### src/rtl/keyboard_scanner_pkg.sv
// Shared encodings for the keyboard scanner: selection policies, the "no note"
// value and the note-player FSM states.
package keyboard_pkg;

  localparam int unsigned SEL_EXCLUSIVE = 0;
  localparam int unsigned SEL_LOWEST    = 1;
  localparam int unsigned SEL_LAST      = 2;

  localparam int unsigned NOTE_NONE     = 0;

  typedef enum logic {
    ST_IDLE    = 1'b0,
    ST_PLAYING = 1'b1
  } state_t;

endpackage

### src/rtl/keyboard_scanner_key_debounce.sv
// One key: two-flop synchroniser followed by a stability counter that accepts
// a level change only after DEBOUNCE_CYCLES consecutive disagreeing cycles.
module key_debounce #(
  parameter int unsigned DEBOUNCE_CYCLES = 16
) (
  input  logic clk,
  input  logic rst,
  input  logic i_key,
  output logic o_key_db
);

  localparam int unsigned CNT_W = (DEBOUNCE_CYCLES > 1) ? $clog2(DEBOUNCE_CYCLES) : 1;
  localparam logic [CNT_W-1:0] CNT_LAST = CNT_W'(DEBOUNCE_CYCLES - 1);

  logic             r_meta;
  logic             r_sync;
  logic             r_db;
  logic [CNT_W-1:0] r_cnt;

  // Any sample matching the accepted level restarts the count.
  always_ff @(posedge clk) begin
    if (rst) begin
      r_meta <= 1'b0;
      r_sync <= 1'b0;
      r_db   <= 1'b0;
      r_cnt  <= '0;
    end else begin
      r_meta <= i_key;
      r_sync <= r_meta;
      if (r_sync != r_db) begin
        if (r_cnt == CNT_LAST) begin
          r_db  <= r_sync;
          r_cnt <= '0;
        end else begin
          r_cnt <= r_cnt + CNT_W'(1);
        end
      end else begin
        r_cnt <= '0;
      end
    end
  end

  assign o_key_db = r_db;

endmodule

### src/rtl/keyboard_scanner.sv
// Debounced N-key scanner: picks one note under the configured multi-key
// policy, honours sustain, and drives registered note/LED outputs and strobes.
module keyboard_scanner
  import keyboard_pkg::*;
#(
  parameter int unsigned N_KEYS          = 7,
  parameter int unsigned DEBOUNCE_CYCLES = 16,
  parameter int unsigned SEL_MODE        = SEL_EXCLUSIVE,
  parameter int unsigned NOTE_W          = $clog2(N_KEYS + 1)
) (
  input  logic              clk,
  input  logic              rst,
  input  logic [N_KEYS-1:0] key_in,
  input  logic              sustain,
  output logic [NOTE_W-1:0] note_out,
  output logic [N_KEYS-1:0] led_out,
  output logic              note_on,
  output logic              note_off
);

  localparam logic [NOTE_W-1:0] NONE = NOTE_W'(NOTE_NONE);

  function automatic logic [NOTE_W-1:0] f_lowest(input logic [N_KEYS-1:0] v);
    f_lowest = NONE;
    for (int i = int'(N_KEYS) - 1; i >= 0; i--) begin
      if (v[i]) f_lowest = NOTE_W'(i + 1);
    end
  endfunction

  function automatic logic [N_KEYS-1:0] f_onehot(input logic [NOTE_W-1:0] n);
    for (int i = 0; i < int'(N_KEYS); i++) begin
      f_onehot[i] = (n == NOTE_W'(i + 1));
    end
  endfunction

  logic [N_KEYS-1:0] w_key_db;
  logic [N_KEYS-1:0] w_rise;
  logic              w_last_held;
  logic [NOTE_W-1:0] w_sel_last;
  logic [NOTE_W-1:0] w_target;

  logic [N_KEYS-1:0] r_db_prev;
  logic [NOTE_W-1:0] r_last;

  state_t            r_state;
  state_t            w_state_nxt;
  logic [NOTE_W-1:0] w_note_nxt;
  logic              w_on_nxt;
  logic              w_off_nxt;

  logic [NOTE_W-1:0] r_note;
  logic [N_KEYS-1:0] r_led;
  logic              r_on;
  logic              r_off;

  for (genvar g = 0; g < int'(N_KEYS); g++) begin : g_key
    key_debounce #(
      .DEBOUNCE_CYCLES(DEBOUNCE_CYCLES)
    ) u_debounce (
      .clk     (clk),
      .rst     (rst),
      .i_key   (key_in[g]),
      .o_key_db(w_key_db[g])
    );
  end

  // Target note selection from the debounced vector.
  always_comb begin
    w_rise      = w_key_db & ~r_db_prev;
    w_last_held = |(w_key_db & f_onehot(r_last));
    w_sel_last  = NONE;
    if (|w_rise) begin
      w_sel_last = f_lowest(w_rise);
    end else if (w_last_held) begin
      w_sel_last = r_last;
    end else begin
      w_sel_last = f_lowest(w_key_db);
    end

    w_target = NONE;
    case (SEL_MODE)
      SEL_LOWEST: w_target = f_lowest(w_key_db);
      SEL_LAST:   w_target = w_sel_last;
      default: begin
        if ((w_key_db != '0) && ((w_key_db & (w_key_db - N_KEYS'(1))) == '0)) begin
          w_target = f_lowest(w_key_db);
        end
      end
    endcase
  end

  always_ff @(posedge clk) begin
    if (rst) begin
      r_db_prev <= '0;
      r_last    <= NONE;
    end else begin
      r_db_prev <= w_key_db;
      r_last    <= w_sel_last;
    end
  end

  always_ff @(posedge clk) begin
    if (rst) r_state <= ST_IDLE;
    else     r_state <= w_state_nxt;
  end

  always_comb begin
    w_state_nxt = r_state;
    case (r_state)
      ST_IDLE:    if (w_target != NONE) w_state_nxt = ST_PLAYING;
      ST_PLAYING: if ((w_target == NONE) && !sustain) w_state_nxt = ST_IDLE;
      default:    w_state_nxt = ST_IDLE;
    endcase
  end

  // A held (sustained) note is only ever replaced by a different selection.
  always_comb begin
    w_note_nxt = r_note;
    w_on_nxt   = 1'b0;
    w_off_nxt  = 1'b0;
    case (r_state)
      ST_IDLE: begin
        w_note_nxt = w_target;
        w_on_nxt   = (w_target != NONE);
      end
      ST_PLAYING: begin
        if (w_target != NONE) begin
          w_note_nxt = w_target;
          w_on_nxt   = (w_target != r_note);
        end else if (!sustain) begin
          w_note_nxt = NONE;
          w_off_nxt  = 1'b1;
        end
      end
      default: w_note_nxt = NONE;
    endcase
  end

  always_ff @(posedge clk) begin
    if (rst) begin
      r_note <= NONE;
      r_led  <= '0;
      r_on   <= 1'b0;
      r_off  <= 1'b0;
    end else begin
      r_note <= w_note_nxt;
      r_led  <= f_onehot(w_note_nxt);
      r_on   <= w_on_nxt;
      r_off  <= w_off_nxt;
    end
  end

  assign note_out = r_note;
  assign led_out  = r_led;
  assign note_on  = r_on;
  assign note_off = r_off;

endmodule
### config.mk
export PLATFORM = sky130hd
export DESIGN_NAME = keyboard_scanner
export DESIGN_NICKNAME = d
export VERILOG_FILES = /design/src/rtl/keyboard_scanner_pkg.sv /design/src/rtl/keyboard_scanner_key_debounce.sv /design/src/rtl/keyboard_scanner.sv
export SDC_FILE = /design/constraint.sdc
export NUM_CORES = 1
export LEC_CHECK = 0
export BUFFER_PORTS_ARGS = -buffer_cell sky130_fd_sc_hd__buf_2
export CAP_MARGIN = 20
export CORE_MARGIN = 1
export CORE_UTILIZATION = 50
export CTS_CLUSTER_SIZE = 24
export DETAILED_ROUTE_END_ITERATION = 8
export PLACE_DENSITY = 0.72
export REMOVE_ABC_BUFFERS = 1
export SYNTH_ARGS = -nofsm -noshare
export SYNTH_HDL_FRONTEND = slang
export SYNTH_SLANG_ARGS = --single-unit
export TNS_END_PERCENT = 50
### constraint.sdc
create_clock -name clk -period 1.6 [get_ports clk]
set_input_delay 0.08 -clock clk [delete_from_list [all_inputs] [get_ports clk]]
set_output_delay 0.08 -clock clk [all_outputs]
set_load 0.005 [all_outputs]
==> out/qor.yml, run 1 <==
status: "finished with violations"
failed_checks: "setup timing"
startpoint: "g_key[0].u_debounce.o_key_db"
dp.cells: 361
first_global_vias: 1713
crit_type: "reg2reg"
wl_per_cell_microns: 10.7
final.min_clock_period_ns: 1.71
synth_edf_count: 0
grt_util_met1_pct: 18.7
root_buffer: "clkbuf_8"
setup_tns_ns: -0.725
grt_pass1_wl_mm: 7.04
internal_power_uw: 2400
layout-drive-gt1-share_pct: 25.9
antennaDiodeCount: 0
globalRouteOverflowTotal: 0
seqPwrFrac_pct: 52.5
clk_latency_ns: 0.34
powerDensity_nw_per_um2: 932
top_usage_layer: "met2"
arrival_ns: 1.95
drc: 0
crit_path_end_kind: "flop"
ant_nets: 0
wirelength_mm: 4.14
synth.cell_area_sq_um: 2590
hold_path_class: "in2reg"
grt_max_degree: 26
sw_frac_of_total_pct: 19.9
drt_iter0_drc: 59
timing.fmax_mhz: 585
viasPerCell: 4.72
finalSetupViolCount: 12
startpoint_type: "flop"
yosysUniqueCellTypes: 41
timing.rr.start: "g_key[0].u_debounce.o_key_db"
synth_async_sr_flop_share_pct: 0
worstPathMaxFanout: 5
required_ns: 1.84
peakVddDrop_v: 0.000693
die_area_sq_um: 5480
total_power_uw: 3000
worst_pin_slew_ns: 0.442
hold_viol_final: 0
slew_headroom_pct: 70.6
synthFlopType: "dfxtp_1"
nets: 333
fp.dieH_microns: 74.0
syn_avg_cell_area_sq_um: 9.89
antenna_found_initial: 0
rows: 25
numCtsBuffers: 9
p_sw_uw: 598
coreArea_sq_um: 4850
place_congestion: 0.838
area_growth_pct: 24.2
grtUsageMet3_pct: 8.13
fin_ws_ns: -0.108
ys_seq_area_share_pct: 47.9
grt_usage_pct: 17.4
yosysWarnings: 0
final_util_pct: 66.4
hpwl_mm: 2.85
portBuffers: 21
numClockSinks: 62
dr.pass1.iters: 4
cts_tree: "done"
clockBufferDepth: 2
io-pin-count: 22
vias: 1830
clkPwrFrac_pct: 45.0
finalCritPeriodShare_pct: 107
fin_skew_ns: 0.00545
met2_usage_pct: 28.8
hold_start: "sustain"
clk_pin_slew_ns: 0.07
drv_cap: 0
fp.dieW_microns: 74.0
initial_utilization_pct: 53.5
rsz0062_at_grt: "yes"
final_max_slew_viol_count: 0
layout.cells.non_filler: 388
p_leak_uw: 0.00141
syn_inst: 262
synth_seq_cells: 62
share_comb_of_total_power_pct: 2.5
h-tree-depth: 3
## metrics by stage
stage / area, sq um / hold slack (ns) / setup slack [ns]
floorplan: 2470 / 0.145 / -0.195
global placement: 2840 / 0.287 / -0.120
detailed placement: 2840 / 0.293 / -0.161
CTS: 3170 / 0.0617 / -0.127
global route: 3220 / 0.131 / -0.234
finish: 3220 / 0.123 / -0.108
## routing by layer
| metal | vias to the layer above | part of all wire [%] |
|---|---|---|
| met2 | 35 | 48 |
| li1 | 970 | - |
| met4 | 0 | 1.9 |
| met1 | 814 | 45 |
| met3 | 11 | 4.8 |
| met5 | - | 0 |
## state kept, by name (all words and copies together), names as in the netlist
name	flops
note_on	1
r_state	1
g_key.u_debounce.o_key_db	7
g_key.u_debounce.r_sync	7
note_off	1
g_key.u_debounce.r_meta	7
led_out	7
note_out	3
g_key.u_debounce.r_cnt	28
## synth_stat cells (2+ instances only)
master / number / area [sq um]
a21oi_1: 6 / 30.0
a31oi_1: 2 / 12.5
and3_1: 2 / 12.5
and3_2: 2 / 15.0
buf_6: 10 / 113
dfxtp_1: 62 / 1240
ha_1: 7 / 87.6
inv_1: 8 / 30.0
mux2i_1: 8 / 80.1
nand2_1: 2 / 7.51
nand2b_1: 14 / 87.6
nand3_1: 17 / 85.1
nor2_1: 50 / 188
nor2b_1: 15 / 93.8
nor3_1: 2 / 10.0
nor3b_1: 2 / 15.0
nor4_4: 2 / 42.5
nor4b_1: 2 / 17.5
o21a_1: 2 / 15.0
o21ai_0: 2 / 10.0
xnor2_1: 12 / 105
xor2_1: 14 / 123
## power by group through the flow
stage / Clock [uW] / Combinational, uW / Sequential (uW)
final: 1350 / 75.5 / 1580
after global routing: 1450 / 85.8 / 1580
after CTS: 1400 / 76.0 / 1580
after detailed placement: 0 / 62.6 / 1610
after global placement: 0 / 61.0 / 1610
after floorplan: 0 / 32.3 / 1610
## cell usage in the layout (no fill, tap or decap), drive strengths merged, types with 6 or more instances in the layout
master and instances:
buf 48, xor2 14, ha 7, a21oi 6, nand3 17, dfxtp 62
inv 8, xnor2 12, nand2b 14, clkbuf 12, dlygate4sd3 7, nor2b 15
mux2i 8, nor2 51
## cell families after synthesis
| logic type | share of synthesized area, % |
|---|---|
| buffers and inverters | 5.94 |
| adders and majority gates | 3.76 |
| DFF | 47.9 |
| xor gates and xnor gates | 8.78 |
| AOI/OAI and AO/OA | 5.74 |
| and+or+nand+nor | 24.8 |
| muxes | 3.09 |
## layout make-up
| type | count | area, sq um |
|---|---|---|
| Tap cell | 67 | 83.8 |
| Fill cell | 398 | 1630 |
| Clock inverter | 4 | 45.0 |
| Clock buffer | 12 | 155 |
| Multi-Input combinational cell | 180 | 1250 |
| Timing Repair Buffer | 55 | 413 |
| Inverter | 8 | 30.0 |
| Sequential cell | 62 | 1240 |
## path summary, 6_finish.rpt
path                                end  slack, ns  cells after the start
min reg2reg  g_key[1].u_debounce.r_sync       0.43                      1
max                          led_out[0]      -0.11                      6
max reg2reg                  led_out[0]      -0.11                      6
min                         note_out[0]       0.12                      3
## worst max-delay path, stage by stage, from the launching register on
cell,delay [ns]
dfxtp_2,0.33
or3_4,0.41
nor4_4,0.30
a211oi_4,0.09
buf_6,0.15
and3b_1,0.16
o21a_1,0.17
## what timing repair did
action,4_1_cts,5_1_grt
hold buffers,7,0
endpoints found under the hold margin,7,0
setup buffers,3,1
pin swaps,3,7
endpoints found under the setup margin,11,13
resized for setup,9,10
(Power assumes the default switching activity.)
==> run 2, diff against run 1 <==
CORE_ASPECT_RATIO = 0.6   (was not set)
==> run 2 against run 1 <==
The run still ends with setup timing left. Sequential power barely moved. Final area fell by 0.19%. Core utilization is 0.84 points higher. Clock skew is 0.00051 ns lower. Global-route usage is 1.4 points higher. Sequential cell count stayed put. Setup slack got worse by 0.091 ns. Worst hold slack worse by 0.059 ns. Power increased by 0.67%. Critical path depth unchanged. Count of clock-buffer cells in the layout unchanged. Critical endpoint is now led_out[2].
==> out/qor.yml, run 2 (synthesis gave the netlist of run 1 again) <==
status: "finished with violations"
failed_checks: "setup timing"
fp.dieH_microns: 57.8  # -22%
finalSetupViolCount: 13  # +1
largest-register: "g_key.u_debounce.r_cnt"
place_congestion: 0.802  # -4.3%
p_leak_uw: 0.00141  # +0.66%
largest_register_ffs: 28  # unchanged
root_buffer: "clkbuf_8"
fp.dieW_microns: 95.0  # +28%
top_usage_layer: "met2"
antennaDiodeCount: 0  # unchanged
powerDensity_nw_per_um2: 940  # +0.87%
area_growth_pct: 24.0
coreArea_sq_um: 4780  # -1.4%
final_common_cell: "dfxtp_1"
wl_per_cell_microns: 11.9  # +11%
grt_usage_pct: 18.9  # +1.4 points
cts_tree: "done"
grt_max_degree: 26  # unchanged
startpoint_type: "flop"
required_ns: 1.85  # about the same
met2_usage_pct: 28.2  # -0.63 points
vias: 1843  # +0.71%
rrSetupSlack_ns: -0.20  # -0.09 ns
hold_viol_final: 0  # unchanged
fillCellCount: 378  # -5.0%
ant_nets: 0  # unchanged
grt_pass1_wl_mm: 7.69  # +9.2%
numCtsBuffers: 9  # unchanged
globalRouteOverflowTotal: 0  # unchanged
dr.pass1.iters: 5  # +1
clkPwrFrac_pct: 45.2  # +0.2 points
first_global_vias: 1744  # +1.8%
drt_iter0_drc: 85  # +44%
share_comb_of_total_power_pct: 2.6  # about the same
drv_cap: 0  # unchanged
finalCritPeriodShare_pct: 112  # +5.7 points
peakVddDrop_v: 0.000722  # +4.3%
dp.cells: 356  # -1.4%
sw_frac_of_total_pct: 20.4  # +0.43 points
p_sw_uw: 615  # +2.9%
internal_power_uw: 2410  # +0.13%
layout-drive-gt1-share_pct: 26.1  # +0.23 points
timing.fmax_mhz: 556  # -5.0%
slew_headroom_pct: 69.7  # -0.87 points
fin_ws_ns: -0.199  # -0.0908 ns
clk_latency_ns: 0.34  # about the same
final_cell_mix: "dfxtp_1 (58), nor2_1 (50), buf_4 (25), buf_2 (22), nand3_1 (17)"
rows: 19  # -24%
grtUsageMet3_pct: 8.27  # +0.14 points
place_ws_ns: -0.151  # +0.0100 ns
viasPerCell: 4.79  # +1.5%
drc: 0  # unchanged
portBuffers: 21  # unchanged
final.min_clock_period_ns: 1.80  # +0.0908 ns
h-tree-depth: 3  # unchanged
grt_util_met1_pct: 24.2  # +5.5 points
io-pin-count: 22  # unchanged
wirelength_mm: 4.57  # +10%
worstPathMaxFanout: 8  # +3
final_max_slew_viol_count: 0  # unchanged
arrival_ns: 2.05  # +0.10 ns
fin_skew_ns: 0.00494  # -0.000514 ns
antenna_found_initial: 0  # unchanged
seqPwrFrac_pct: 52.2  # -0.3 points
worst_pin_slew_ns: 0.455  # +0.0131 ns
nets: 334  # +0.30%
clockBufferDepth: 2  # unchanged
clk_pin_slew_ns: 0.06  # about the same
layout.cells.non_filler: 385  # -0.77%
hold_path_class: "in2reg"
numClockSinks: 62  # unchanged
crit_type: "reg2reg"
die_area_sq_um: 5490  # +0.17%
hpwl_mm: 3.03  # +6.3%
initial_utilization_pct: 54.3  # +0.78 points
crit_path_end_kind: "flop"
rsz0062_at_grt: "yes"
==> run 2: cell count changes in the layout (fill, tap and decap cells not counted), sizes merged <==
cell  previous run  this run
buf             48        49
==> run 2: final timing paths <==
check | depth (start not counted) | end | startpoint
min | 3 | r_state | sustain
min reg2reg | 1 | g_key[1].u_debounce.r_sync | g_key[1].u_debounce.r_meta
max reg2reg | 6 | led_out[2] | g_key[6].u_debounce.o_key_db
max | 6 | led_out[2] | g_key[6].u_debounce.o_key_db
==> run 2: area by class of cell <==
cell class                 instances  area, sq um  area share, %
timing repair buffer              56          399           12.4
inverter                           8         30.0          0.934
clock buffer                      12          155           4.83
multi-input combinational        180         1260           39.2
tap                               63         78.8           2.45
sequential                        62         1250           38.8
clock inverter                     4         45.0           1.40
==> run 2: what timing repair did <==
item | CTS | global route
gates cloned | 0 | 1
buffers inserted | 1 | 4
hold buffers | 7 | 0
gates resized for setup | 8 | 5
endpoints found under the hold margin | 7 | 0
setup endpoints to repair | 12 | 13
pin swaps | 1 | 1
==> run 2: worst max-delay path, cell delays in order (launching register included) <==
cell and delay (ns):
dfxtp_1 0.52, nor2_1 0.09, and3_2 0.26, a211oi_4 0.31, buf_2 0.25, a31oi_4 0.09, nor3_1 0.19
==> run 2: per-layer routing <==
| layer | part of all wire, % | vias up |
|---|---|---|
| met5 | 0 | - |
| met1 | 51 | 822 |
| met2 | 42 | 47 |
| met3 | 5.5 | 7 |
| met4 | 0.96 | 0 |
| li1 | - | 967 |
==> run 2: power by group through the flow <==
stage	clock, uW	combinational [uW]	sequential (uW)
after floorplan	0	32.3	1610
after global placement	0	64.9	1610
after detailed placement	0	67.0	1610
after CTS	1400	80.2	1580
after global routing	1480	89.6	1580
final	1370	79.6	1580
==> run 2: metrics by stage <==
| step | TNS, ns | instance area [sq um] | hold slack [ns] | util [%] | power [uW] |
|---|---|---|---|---|---|
| finish | -1.46 | 3210 | 0.0646 | 67.3 | 3020 |
| global route | -2.95 | 3210 | 0.0870 | 67.3 | 3150 |
| CTS | -0.974 | 3150 | 0.0533 | 65.8 | 3060 |
| detailed placement | -1.11 | 2830 | 0.296 | 59.2 | 1680 |
| global placement | -0.750 | 2830 | 0.287 | 59.2 | 1670 |
| floorplan | -0.974 | 2470 | 0.145 | - | 1640 |
==> run 3, diff against run 2 <==
GPL_TIMING_DRIVEN = 0   (was not set)
==> run 3 against run 2 <==
The run still ends with setup timing left. Global-route usage is 1.7 points lower. Via count is 3.1% lower. Combinational power is 7.4% lower. Die area stayed put. Maximum frequency is 5.4% higher. Critical path depth stayed put. Clock power is 6% lower.
==> out/qor.yml, run 3 (synthesis gave the netlist of run 1 again) <==
status: "finished with violations"
failed_checks: "setup timing"
powerDensity_nw_per_um2: 956  # +1.7%
finalSetupViolCount: 10  # -3
final_max_slew_viol_count: 0  # unchanged
clk_pin_slew_ns: 0.07  # about the same
rows: 19  # unchanged
wl_met3_microns: 229  # -8.4%
internal_power_uw: 2340  # -2.7%
crit_path_end_kind: "flop"
drv_cap: 0  # unchanged
layout-drive-gt1-share_pct: 23.3  # -2.8 points
hold_viol_final: 0  # unchanged
antenna_found_initial: 0  # unchanged
vias: 1785  # -3.1%
die_area_sq_um: 5490  # unchanged
seq_area_sq_um: 1260  # +1.1%
startpoint_type: "flop"
root_buffer: "clkbuf_8"
antennaDiodeCount: 0  # unchanged
area_growth_pct: 18.2
sw_frac_of_total_pct: 20.1  # -0.22 points
place_congestion: 0.761  # -5.1%
first_global_vias: 1589  # -8.9%
slew_headroom_pct: 59.4  # -10 points
largest-register: "g_key.u_debounce.r_cnt"
portBuffers: 21  # unchanged
p_sw_uw: 590  # -4.0%
h-tree-depth: 3  # unchanged
final.min_clock_period_ns: 1.71  # -0.0915 ns
placed_area_sq_um: 2650  # -6.3%
share_comb_of_total_power_pct: 2.5  # about the same
required_ns: 1.84  # about the same
drc: 0  # unchanged
nets: 318  # -4.8%
fillCellCount: 409  # +8.2%
final_cell_mix: "dfxtp_1 (55), nor2_1 (50), buf_2 (21), nand3_1 (17), nor2b_1 (15)"
coreArea_sq_um: 4780  # unchanged
grt_max_degree: 37  # +42%
cts_tree: "done"
finalCritPeriodShare_pct: 107  # -5.7 points
numClockSinks: 62  # unchanged
numCtsBuffers: 9  # unchanged
seqPwrFrac_pct: 53.5  # +1.3 points
wirelength_mm: 4.18  # -8.5%
multi_input_area_sq_um: 1240  # -1.7%
crit_type: "reg2reg"
rsz0062_at_grt: "yes"
p_leak_uw: 0.00131  # -7.7%
timing.fmax_mhz: 586  # +5.4%
worst_pin_slew_ns: 0.609  # +0.154 ns
drt_iter0_drc: 63  # -26%
initial_utilization_pct: 54.3  # unchanged
grt_usage_pct: 17.2  # -1.7 points
clockBufferDepth: 2  # unchanged
final_util_pct: 64.1  # -3.1 points
wl_per_cell_microns: 11.4  # -4.3%
hpwl_mm: 2.64  # -13%
clkPwrFrac_pct: 43.9  # -1.3 points
fin_skew_ns: 0.00707  # +0.00212 ns
wl_met2_mm: 1.68  # -13%
worstPathMaxFanout: 8  # unchanged
ant_nets: 0  # unchanged
hold_path_class: "in2reg"
grt_pass1_wl_mm: 6.96  # -9.5%
met1Wirelength_mm: 2.22  # -5.7%
top_layer_used: "met4"
final_common_cell: "dfxtp_1"
dr.pass1.iters: 4  # -1
largest_register_ffs: 28  # unchanged
viasPerCell: 4.85  # +1.3%
fin_ws_ns: -0.108  # +0.0915 ns
fp.dieH_microns: 57.8  # unchanged
peakVddDrop_v: 0.000662  # -8.4%
arrival_ns: 1.95  # -0.10 ns
io-pin-count: 22  # unchanged
fp.dieW_microns: 95.0  # unchanged
globalRouteOverflowTotal: 0  # unchanged
final_area_sq_um: 3060  # -4.7%
clk_latency_ns: 0.33  # about the same
==> run 3: cell types whose count changed in the layout (fill, tap and decap cells not counted), sizes merged <==
cell and delta:
buf -16, clkbuf -2, clkinv +1
==> run 3: power groups by stage <==
stage	combinational (uW)	sequential, uW	clock, uW
4_1_cts	73.9	1570	1330
2_1_floorplan	32.3	1610	0
5_1_grt	83.3	1570	1400
6_report	73.7	1570	1290
3_3_place_gp	59.2	1610	0
3_5_place_dp	60.7	1610	0
==> run 3: worst paths after layout <==
kind / start / to / slack [ns] / cells after the start
setup reg to reg: g_key[3].u_debounce.o_key_db / led_out[2] / -0.11 / 6
hold reg to reg: g_key[4].u_debounce.r_meta / g_key[4].u_debounce.r_sync / 0.43 / 1
setup / recovery: g_key[3].u_debounce.o_key_db / led_out[2] / -0.11 / 6
hold / removal: sustain / r_state / 0.09 / 3
==> run 3: layout make-up <==
| class | instances | share of cell area (%) |
|---|---|---|
| Clock inverter | 5 | 1.63 |
| Inverter | 8 | 0.980 |
| Tap cell | 63 | 2.57 |
| Sequential cell | 62 | 41.1 |
| Multi-Input combinational cell | 180 | 40.4 |
| Clock buffer | 10 | 4.49 |
| Timing Repair Buffer | 40 | 8.78 |
==> run 3: metrics by stage <==
step | hold slack [ns] | total power [uW] | setup WS [ns] | setup TNS (ns) | cells
floorplan | 0.145 | 1640 | -0.195 | -0.974 | 250
global placement | 0.289 | 1670 | -0.520 | -4.46 | 334
detailed placement | 0.294 | 1670 | -0.522 | -4.46 | 334
CTS | 0.0658 | 2970 | -0.0531 | -0.297 | 367
global route | 0.0816 | 3060 | -0.167 | -1.36 | 368
finish | 0.0944 | 2930 | -0.108 | -0.665 | 368
==> run 3: timing repair <==
action,4_1_cts,5_1_grt
endpoints found under the hold margin,7,0
setup endpoints to repair,13,13
setup buffers,10,1
pin swaps,8,0
gates resized for setup,20,3
hold buffers,7,0
gates cloned,1,0
==> run 3: critical path: stages, from the launching register on <==
cell	delay (ns)
dfxtp_4	0.38
nor4_4	0.37
nor4_2	0.09
a211oi_4	0.31
buf_4	0.21
a31oi_1	0.09
nor3_1	0.16
==> run 3: metal layers <==
metal,up-vias,GRT usage [%]
met5,-,0
met4,0,7.79
met3,8,8.27
met2,39,23.8
met1,798,22.6
li1,940,-
